$ cat src/rtl/dec_entry_bin.sv
// Push-button decimal entry: per-button sync + debounce + press detect, BCD digit
// editing, serial BCD-to-binary conversion and a valid/ready result handshake.
module dec_entry_bin #(
  parameter int unsigned DEBOUNCE_CYCLES = 16,
  parameter int unsigned NDIG            = 4,
  parameter int unsigned OUT_W           = 16
) (
  input  logic                    clk,
  input  logic                    rst,
  input  logic                    btn_inc,
  input  logic                    btn_next,
  input  logic                    btn_enter,
  input  logic                    btn_clr,
  output logic [4*NDIG-1:0]       digits,
  output logic [$clog2(NDIG)-1:0] sel,
  output logic [OUT_W-1:0]        out_value,
  output logic                    out_valid,
  input  logic                    out_ready,
  output logic                    busy
);

  localparam int unsigned SEL_W = $clog2(NDIG);
  localparam int unsigned CNT_W = $clog2(DEBOUNCE_CYCLES + 1);
  localparam int unsigned NBTN  = 4;
  localparam int unsigned B_INC = 0;
  localparam int unsigned B_NXT = 1;
  localparam int unsigned B_ENT = 2;
  localparam int unsigned B_CLR = 3;

  typedef enum logic [1:0] {
    ST_IDLE  = 2'd0,
    ST_CONV  = 2'd1,
    ST_VALID = 2'd2
  } state_e;

  logic [NBTN-1:0]  btn_raw;
  logic [NBTN-1:0]  sync1_q, sync1_d;
  logic [NBTN-1:0]  sync2_q, sync2_d;
  logic [NBTN-1:0]  deb_q, deb_d;
  logic [NBTN-1:0]  deb_prev_q, deb_prev_d;
  logic [CNT_W-1:0] cnt_q [NBTN];
  logic [CNT_W-1:0] cnt_d [NBTN];
  logic [NBTN-1:0]  press;

  state_e            state_q, state_d;
  logic [4*NDIG-1:0] digits_q, digits_d;
  logic [SEL_W-1:0]  sel_q, sel_d;
  logic [SEL_W-1:0]  idx_q, idx_d;
  logic [OUT_W-1:0]  acc_q, acc_d;
  logic [OUT_W-1:0]  out_value_q, out_value_d;
  logic              out_valid_q, out_valid_d;
  logic              busy_q, busy_d;

  logic [3:0]        sel_digit;
  logic [3:0]        idx_digit;
  logic [OUT_W-1:0]  step_val;

  assign btn_raw = {btn_clr, btn_enter, btn_next, btn_inc};

  // Synchroniser and debounce: level flips only after DEBOUNCE_CYCLES differing samples
  always_comb begin
    sync1_d    = btn_raw;
    sync2_d    = sync1_q;
    deb_prev_d = deb_q;
    deb_d      = deb_q;
    for (int i = 0; i < NBTN; i++) begin
      cnt_d[i] = cnt_q[i];
      if (sync2_q[i] == deb_q[i]) begin
        cnt_d[i] = '0;
      end else if (cnt_q[i] == CNT_W'(DEBOUNCE_CYCLES - 1)) begin
        deb_d[i] = sync2_q[i];
        cnt_d[i] = '0;
      end else begin
        cnt_d[i] = cnt_q[i] + CNT_W'(1);
      end
    end
  end

  assign press = deb_q & ~deb_prev_q;

  always_ff @(posedge clk or negedge rst) begin
    if (!rst) begin
      sync1_q    <= '0;
      sync2_q    <= '0;
      deb_q      <= '0;
      deb_prev_q <= '0;
      for (int i = 0; i < NBTN; i++) cnt_q[i] <= '0;
    end else begin
      sync1_q    <= sync1_d;
      sync2_q    <= sync2_d;
      deb_q      <= deb_d;
      deb_prev_q <= deb_prev_d;
      for (int i = 0; i < NBTN; i++) cnt_q[i] <= cnt_d[i];
    end
  end

  // FSM state register
  always_ff @(posedge clk or negedge rst) begin
    if (!rst) state_q <= ST_IDLE;
    else      state_q <= state_d;
  end

  // Next-state logic
  always_comb begin
    state_d = state_q;
    case (state_q)
      ST_IDLE: begin
        if (!press[B_CLR] && press[B_ENT]) state_d = ST_CONV;
      end
      ST_CONV: begin
        if (idx_q == '0) state_d = ST_VALID;
      end
      ST_VALID: begin
        if (out_ready) state_d = ST_IDLE;
      end
      default: state_d = ST_IDLE;
    endcase
  end

  assign sel_digit = digits_q[4*int'(sel_q) +: 4];
  assign idx_digit = digits_q[4*int'(idx_q) +: 4];
  // Horner step: acc*10 + digit, with *10 as (acc<<3)+(acc<<1)
  assign step_val  = (acc_q << 3) + (acc_q << 1) + {{(OUT_W-4){1'b0}}, idx_digit};

  // Datapath / output logic
  always_comb begin
    digits_d    = digits_q;
    sel_d       = sel_q;
    idx_d       = idx_q;
    acc_d       = acc_q;
    out_value_d = out_value_q;
    out_valid_d = out_valid_q;
    case (state_q)
      ST_IDLE: begin
        if (press[B_CLR]) begin
          digits_d = '0;
          sel_d    = '0;
        end else if (press[B_ENT]) begin
          acc_d = '0;
          idx_d = SEL_W'(NDIG - 1);
        end else if (press[B_NXT]) begin
          sel_d = (sel_q == SEL_W'(NDIG - 1)) ? '0 : sel_q + SEL_W'(1);
        end else if (press[B_INC]) begin
          digits_d[4*int'(sel_q) +: 4] = (sel_digit == 4'd9) ? 4'd0 : sel_digit + 4'd1;
        end
      end
      ST_CONV: begin
        acc_d = step_val;
        idx_d = idx_q - SEL_W'(1);
        if (idx_q == '0) begin
          out_value_d = step_val;
          out_valid_d = 1'b1;
        end
      end
      ST_VALID: begin
        if (out_ready) out_valid_d = 1'b0;
      end
      default: out_valid_d = 1'b0;
    endcase
    busy_d = (state_d != ST_IDLE);
  end

  always_ff @(posedge clk or negedge rst) begin
    if (!rst) begin
      digits_q    <= '0;
      sel_q       <= '0;
      idx_q       <= '0;
      acc_q       <= '0;
      out_value_q <= '0;
      out_valid_q <= 1'b0;
      busy_q      <= 1'b0;
    end else begin
      digits_q    <= digits_d;
      sel_q       <= sel_d;
      idx_q       <= idx_d;
      acc_q       <= acc_d;
      out_value_q <= out_value_d;
      out_valid_q <= out_valid_d;
      busy_q      <= busy_d;
    end
  end

  assign digits    = digits_q;
  assign sel       = sel_q;
  assign out_value = out_value_q;
  assign out_valid = out_valid_q;
  assign busy      = busy_q;

endmodule

$ cat config.mk
export PLATFORM = sky130hd
export DESIGN_NAME = dec_entry_bin
export DESIGN_NICKNAME = d
export VERILOG_FILES = /design/src/rtl/dec_entry_bin.sv
export SDC_FILE = /design/constraint.sdc
export NUM_CORES = 1
export LEC_CHECK = 0
export ABC_AREA = 1
export CAP_MARGIN = 20
export CORE_UTILIZATION = 25
export CTS_BUF_LIST = sky130_fd_sc_hd__clkbuf_4 sky130_fd_sc_hd__clkbuf_8
export DETAILED_ROUTE_END_ITERATION = 16
export DONT_BUFFER_PORTS = 1
export GPL_TIMING_DRIVEN = 0
export PLACE_DENSITY_LB_ADDON = 0.05
export SETUP_SLACK_MARGIN = 0.02
export SLEW_MARGIN = 20
export SYNTH_ARGS = -nofsm -noshare
export SYNTH_HDL_FRONTEND = slang
export SYNTH_SLANG_ARGS = --single-unit
export TNS_END_PERCENT = 30
$ cat constraint.sdc
create_clock -name clk -period 6.58 [get_ports clk]
set_input_delay 1.316 -clock clk [delete_from_list [all_inputs] [get_ports clk]]
set_output_delay 1.316 -clock clk [all_outputs]
set_load 0.01 [all_outputs]
* After elaboration in Yosys (flattened, before gate mapping)
Index checks and enable logic that the tools add are counted.
** Operators by class
- Reductions and logical operators :: 17
- Add/sub/neg operators :: 10
- Bitwise logic cells :: 7
- Equality and inequality tests :: 18
- Multiplexer cells :: 31
- Shifts and indexed selects :: 4
** Operator list (count)
- two-way mux 16 bit :: 4
- two-way mux 5 bit :: 8
- negation 4 -> 33 bit :: 1
- variable shift 4 x 33 -> 16 bit, first input constant :: 1
- variable part select 4 x 33 -> 16 bit :: 1
- variable part select 16 x 5 -> 4 bit :: 2
- two-way mux 15 bit :: 2
- one-hot mux 15 bit (2 select lines) :: 1
- adder 5 x 1 -> 5 bit, second input constant :: 4
- == test 5 x 4 -> 1 bit, second input constant :: 4
- two-way mux 2 bit :: 9
- adder 16 bit :: 1
- adder 16 x 4 -> 16 bit :: 1
- bitwise mux 16 bit :: 1
- AND reduction 2 bit :: 5
- AND reduction 3 bit :: 3
- inequality test 2 bit, second input constant :: 4
- nonzero test 2 bit :: 4
- one-hot mux 2 bit (3 select lines) :: 1
- inverter 1 bit :: 5
- adder 4 x 1 -> 4 bit, second input constant :: 1
- bitwise AND 4 bit :: 1
- == test 1 bit :: 4
- == test 2 bit, second input constant :: 2
- 14 further kinds :: 17
** Storage, ports and cells
- Output and inout bits :: 36
- Word-level logic and storage cells :: 106
- Input bits :: 7
- Bits in registers :: 91

* Longest topological paths before layout
- Word-level depth :: 9
- Mapped depth :: 17
- Depth with buffers taken out :: 15

* Worst setup path before layout
OpenSTA, ideal clock, no wires.
- Kind :: register to register
- Start point :: register idx_q[0]
- End point :: register out_value_q[10] (netlist: out_value[10])
- Path buffers :: 2
- Path slack :: 3.829 ns
- Clock period less this slack :: 2.751 ns
- Stages on the path, launching flop included :: 16
- Required time :: 6.462 ns
- Library setup time :: 0.118 ns
- Arrival :: 2.633 ns
- Cell sequence :: dfrtp_1 clkbuf_1 inv_1 buf_2 nand2_1 a32o_1 fa_1 inv_1 fa_1 nand3_1 nand3_1 nand2_1 o211ai_1 nor2_1 nand3b_1 nand2_1
** On the way
- Longest elaborated chain between the ends :: 2
- Elaborated cells between the ends (all ways) :: 4
- Classes of those cells :: add/sub: 1; shift: 1; reduce/logical: 2
** Ends and longest elaborated chain
- start, declared :: line 48 : logic [SEL_W-1:0] idx_q, idx_d;
- start signal, assigned :: line 175 : idx_q <= idx_d;
- variable part select 16 x 5 -> 4 bit / zero test 2 bit (equally long branches) :: line 121, 150
- adder 16 x 4 -> 16 bit / AND reduction 2 bit (equally long branches)
- end signal, assigned :: line 177 : out_value_q <= out_value_d;
- end, declared :: line 50 : logic [OUT_W-1:0] out_value_q, out_value_d;
Several ways; a longest one is shown, not always the timed one.
A chain may end at the register's enable or synchronous reset.

* Worst setup path after layout
Ends and elaborated chain as after synthesis.

==> metrics.md <==
| Metric | Value |
|---|---|
| Outcome | finished clean |
| FF-to-FF path depth | 15 |
| Post-Syn Instances | 584 |
| Syn_area_per_cell | 8.48 um^2 |
| Layout Nets | 641 |
| I/O Buffers | 0 |
| Worst Hold End | sync2_q[3]$_DFF_PN0_ |
| Min-Delay Path Class | register to register |
| Worst-path clk slew | 0.10 ns |
| GRT Total Usage | 0.135 |
| CP endpoint kind | register |
| DRT iter0 DRCs | 205 |
| Die area | 20400 um^2 |
| Synth Register Bits | 91 |
| Die Y | 143 um |
| Initial core utilization | 0.255 |
| TritonCTS Buffers | 9 |
| DP HPWL | 9550 um |
| DR vias | 3780 |
| Sequential share of the synthesized area | 0.460 |
| I/O Pins | 43 |
| Wirelength per Cell | 14.8 um |
| Fmax | 318 MHz |
| Post-Place Setup Slack | 3.40 ns |
| Placed instance area | 5290 um^2 |
| Crit path kind | register to register |
| Reg-to-Reg End | out_value[10]$_DFFE_PN0P_ |
| CP cell instances | clkbuf_1 > inv_1 > buf_2 > nand2_1 > a32o_1 > fa_1 > inv_1 > fa_1 > nand3_1 > nand3_1 > nand2_1 > o211ai_1 > nor2_1 > nand3b_1 > nand2_1 |
| Slew Viols, Final | 0 |
| Synth top area cells | dfrtp_1, nand2_1, ha_1, inv_1, nand3_1 |
| Root Buffer | clkbuf_8 |
| Max-Cap Viols | 0 |
| Clk sinks | 91 |
| Setup Skew | 0.0125 ns |
| TNS Setup | 0 ns |
| Mapped Area | 4950 um^2 |
| Leading area contributor after synthesis | dfrtp_1 |
| Share of cells above drive strength 1 | 0.107 |
| Cells on Worst Hold Path | 0 |
| Leak Pwr | 2.67 nW |
| Critical-path top delay cell | fa_1 |
| Synth Flop Type | dfrtp_1 |
| Die width | 143 um |
| Routability cong. | 0.853 |
| Layout Cells excl Fill | 865 |
| Dpl cells | 849 |
| Most used cell, CP | nand2_1 |
| Most numerous cell in the Yosys netlist | nand2_1 |
| Pre-antenna DRT Iters | 4 |
| Peak supply drop | 0.110 mV |
| Ant diodes | 0 |
| EDFF count, synth | 0 |
| Worst setup margin | 3.43 ns |
| Global route total overflow | 0 |
| Initial antenna violation count | 0 |
| Critical path launch point type | register |
| Origin of the critical flop-to-flop path | idx_q[0]$_DFFE_PN0P_ |
| Worst EP arrival | 3.42 ns |
| Final setup viols | 0 |
| Rel. slew slack | 0.616 |
| H-Tree Depth | 3 |
| Final core utilization | 0.282 |
| Row count | 51 |
| Most frequent cells after synthesis | nand2_1, dfrtp_1, inv_1 |
| Pin count of the biggest net entering global routing | 92 |
| First-pass GRT wire length | 20500 um |
| Clock tree from TritonCTS | done |
| Hold Buf Count CTS | 0 |
| Met3 usage in global routing | 0.0288 |
| Cell variety after synth | 37 |
| Min Tclk post-route | 3.15 ns |
| Measured slew at the worst slew-check pin | 0.570 ns |
| Async SR Flop Fraction | 1.00 |
| Crit share post-route | 0.478 |
| Post-cts sizing count | 0 |
| Via density per instance | 4.37 |
| RSZ-0062 raised after global routing | false |
| GRT met2 Usage | 0.224 |
| Clk_lat worst skew | 0.38 ns |
| Yosys top cell area share | 0.460 |
| R2R Setup Slk | 3.43 ns |
| Syn nets | 630 |
| Vias in the first global route | 3641 |
| Largest stage delay, worst path | 0.53 ns |
| Fin area | 5490 um^2 |
| Final antenna-violating net count | 0 |
| Area delta synth->final | 10.9% |
| GR Util met1 | 0.174 |
| Post-CTS Setup Bufs | 0 |
| Hold path startpoint | sync1_q[3]$_DFF_PN0_ |
| Core area | 19500 um^2 |
| DRC viols | 0 |
| Worst endpoint required time | 6.86 ns |
| Post-Route WL | 12800 um |
| Synth warn | 0 |
| Busiest layer in global routing | met2 |
| CP Max Fanout | 10 |
| Clock buffer depth | 2 |
| PwrDens | 211 nW/um^2 |
| Final hold violation count | 0 |
## layout by cell type (no fill, tap or decap), types with 4 or more instances in the layout
master,netlist,final
inv_1,55,55
nand3_2,4,4
o22ai_1,5,5
nand2_1,145,145
xor2_1,5,5
inv_2,7,7
nand4_1,7,7
nor2_4,6,6
nor3_1,7,7
clkbuf_8,0,10
and3_1,4,4
xnor2_1,6,6
dfrtp_1,91,91
o21ai_1,14,14
nand3_1,37,37
buf_2,5,5
a21oi_1,26,26
nand2_2,13,13
nor2_1,45,45
o21ai_2,4,4
o21ai_0,37,37
ha_1,37,37
## cell families after synthesis
logic type	count (synthesis)	synth area share
AND/OR/NAND/NOR	276	0.254
AO/OA/AOI/OAI	94	0.104
flip-flops	91	0.460
buffers and inverters	72	0.0596
adder cells (fa/ha/maj)	39	0.102
XOR/XNOR	11	0.0194
multiplexers	1	0.00227
## worst max-delay path: cells and delay by family, from the launching register on
kind | cells | cell delay, ns
AO/OA/AOI/OAI | 2 | 0.37
AND/OR/NAND/NOR | 7 | 0.75
buffers and inverters | 4 | 0.55
adder cells (fa/ha/maj) | 2 | 1.01
flip-flops | 1 | 0.37
## power breakdown
group	internal [mW]	switching [mW]	leakage [nW]	total, mW
Clock	0.190	0.227	0.105	0.417
Combinational	0.0472	0.0892	1.33	0.136
Sequential	0.582	0.0228	1.24	0.605
Total	0.819	0.339	2.67	1.16
## worst max-delay path by stage
| stage | startpoint | endpoint | slack, ns |
|---|---|---|---|
| after CTS | idx_q[0]$_DFFE_PN0P_ | out_value[10]$_DFFE_PN0P_ | 3.38 |
| after global routing | idx_q[0]$_DFFE_PN0P_ | out_value[10]$_DFFE_PN0P_ | 3.12 |
| after global placement | idx_q[0]$_DFFE_PN0P_ | out_value[10]$_DFFE_PN0P_ | 3.41 |
| final | idx_q[0]$_DFFE_PN0P_ | out_value[10]$_DFFE_PN0P_ | 3.43 |
| after floorplan | idx_q[0]$_DFFE_PN0P_ | out_value[10]$_DFFE_PN0P_ | 3.83 |
| after detailed placement | idx_q[0]$_DFFE_PN0P_ | out_value[10]$_DFFE_PN0P_ | 3.40 |
## state kept, by name (all words and copies together) (netlist names), 4 cells and up
register,count
cnt_q,20
digits,16
out_value,16
acc_q,15
deb_prev_d,4
deb_prev_q,4
sync1_q,4
sync2_q,4
## layout make-up
| class | count | area (um^2) |
|---|---|---|
| fill | 2092 | 14000 |
| inverter | 63 | 236 |
| buffer | 9 | 58.8 |
| sequential | 91 | 2280 |
| multi-input combinational | 421 | 2380 |
| tap | 265 | 332 |
| clock inverter | 6 | 71.3 |
| clock buffer | 10 | 138 |
## per-layer routing
layer / routed length, um / vias up
met5: 0 / -
met4: 180 / 0
met3: 412 / 15
met2: 6190 / 56
met1: 6040 / 1777
li1: - / 1932
## stage by stage
stage                     power (mW)  hold slack, ns
after floorplan                0.715           0.331
after global placement         0.756           0.333
after detailed placement       0.758           0.337
after CTS                       1.18           0.361
after global routing            1.23           0.368
final                           1.16           0.356
Power figures use the tool's default switching activity.
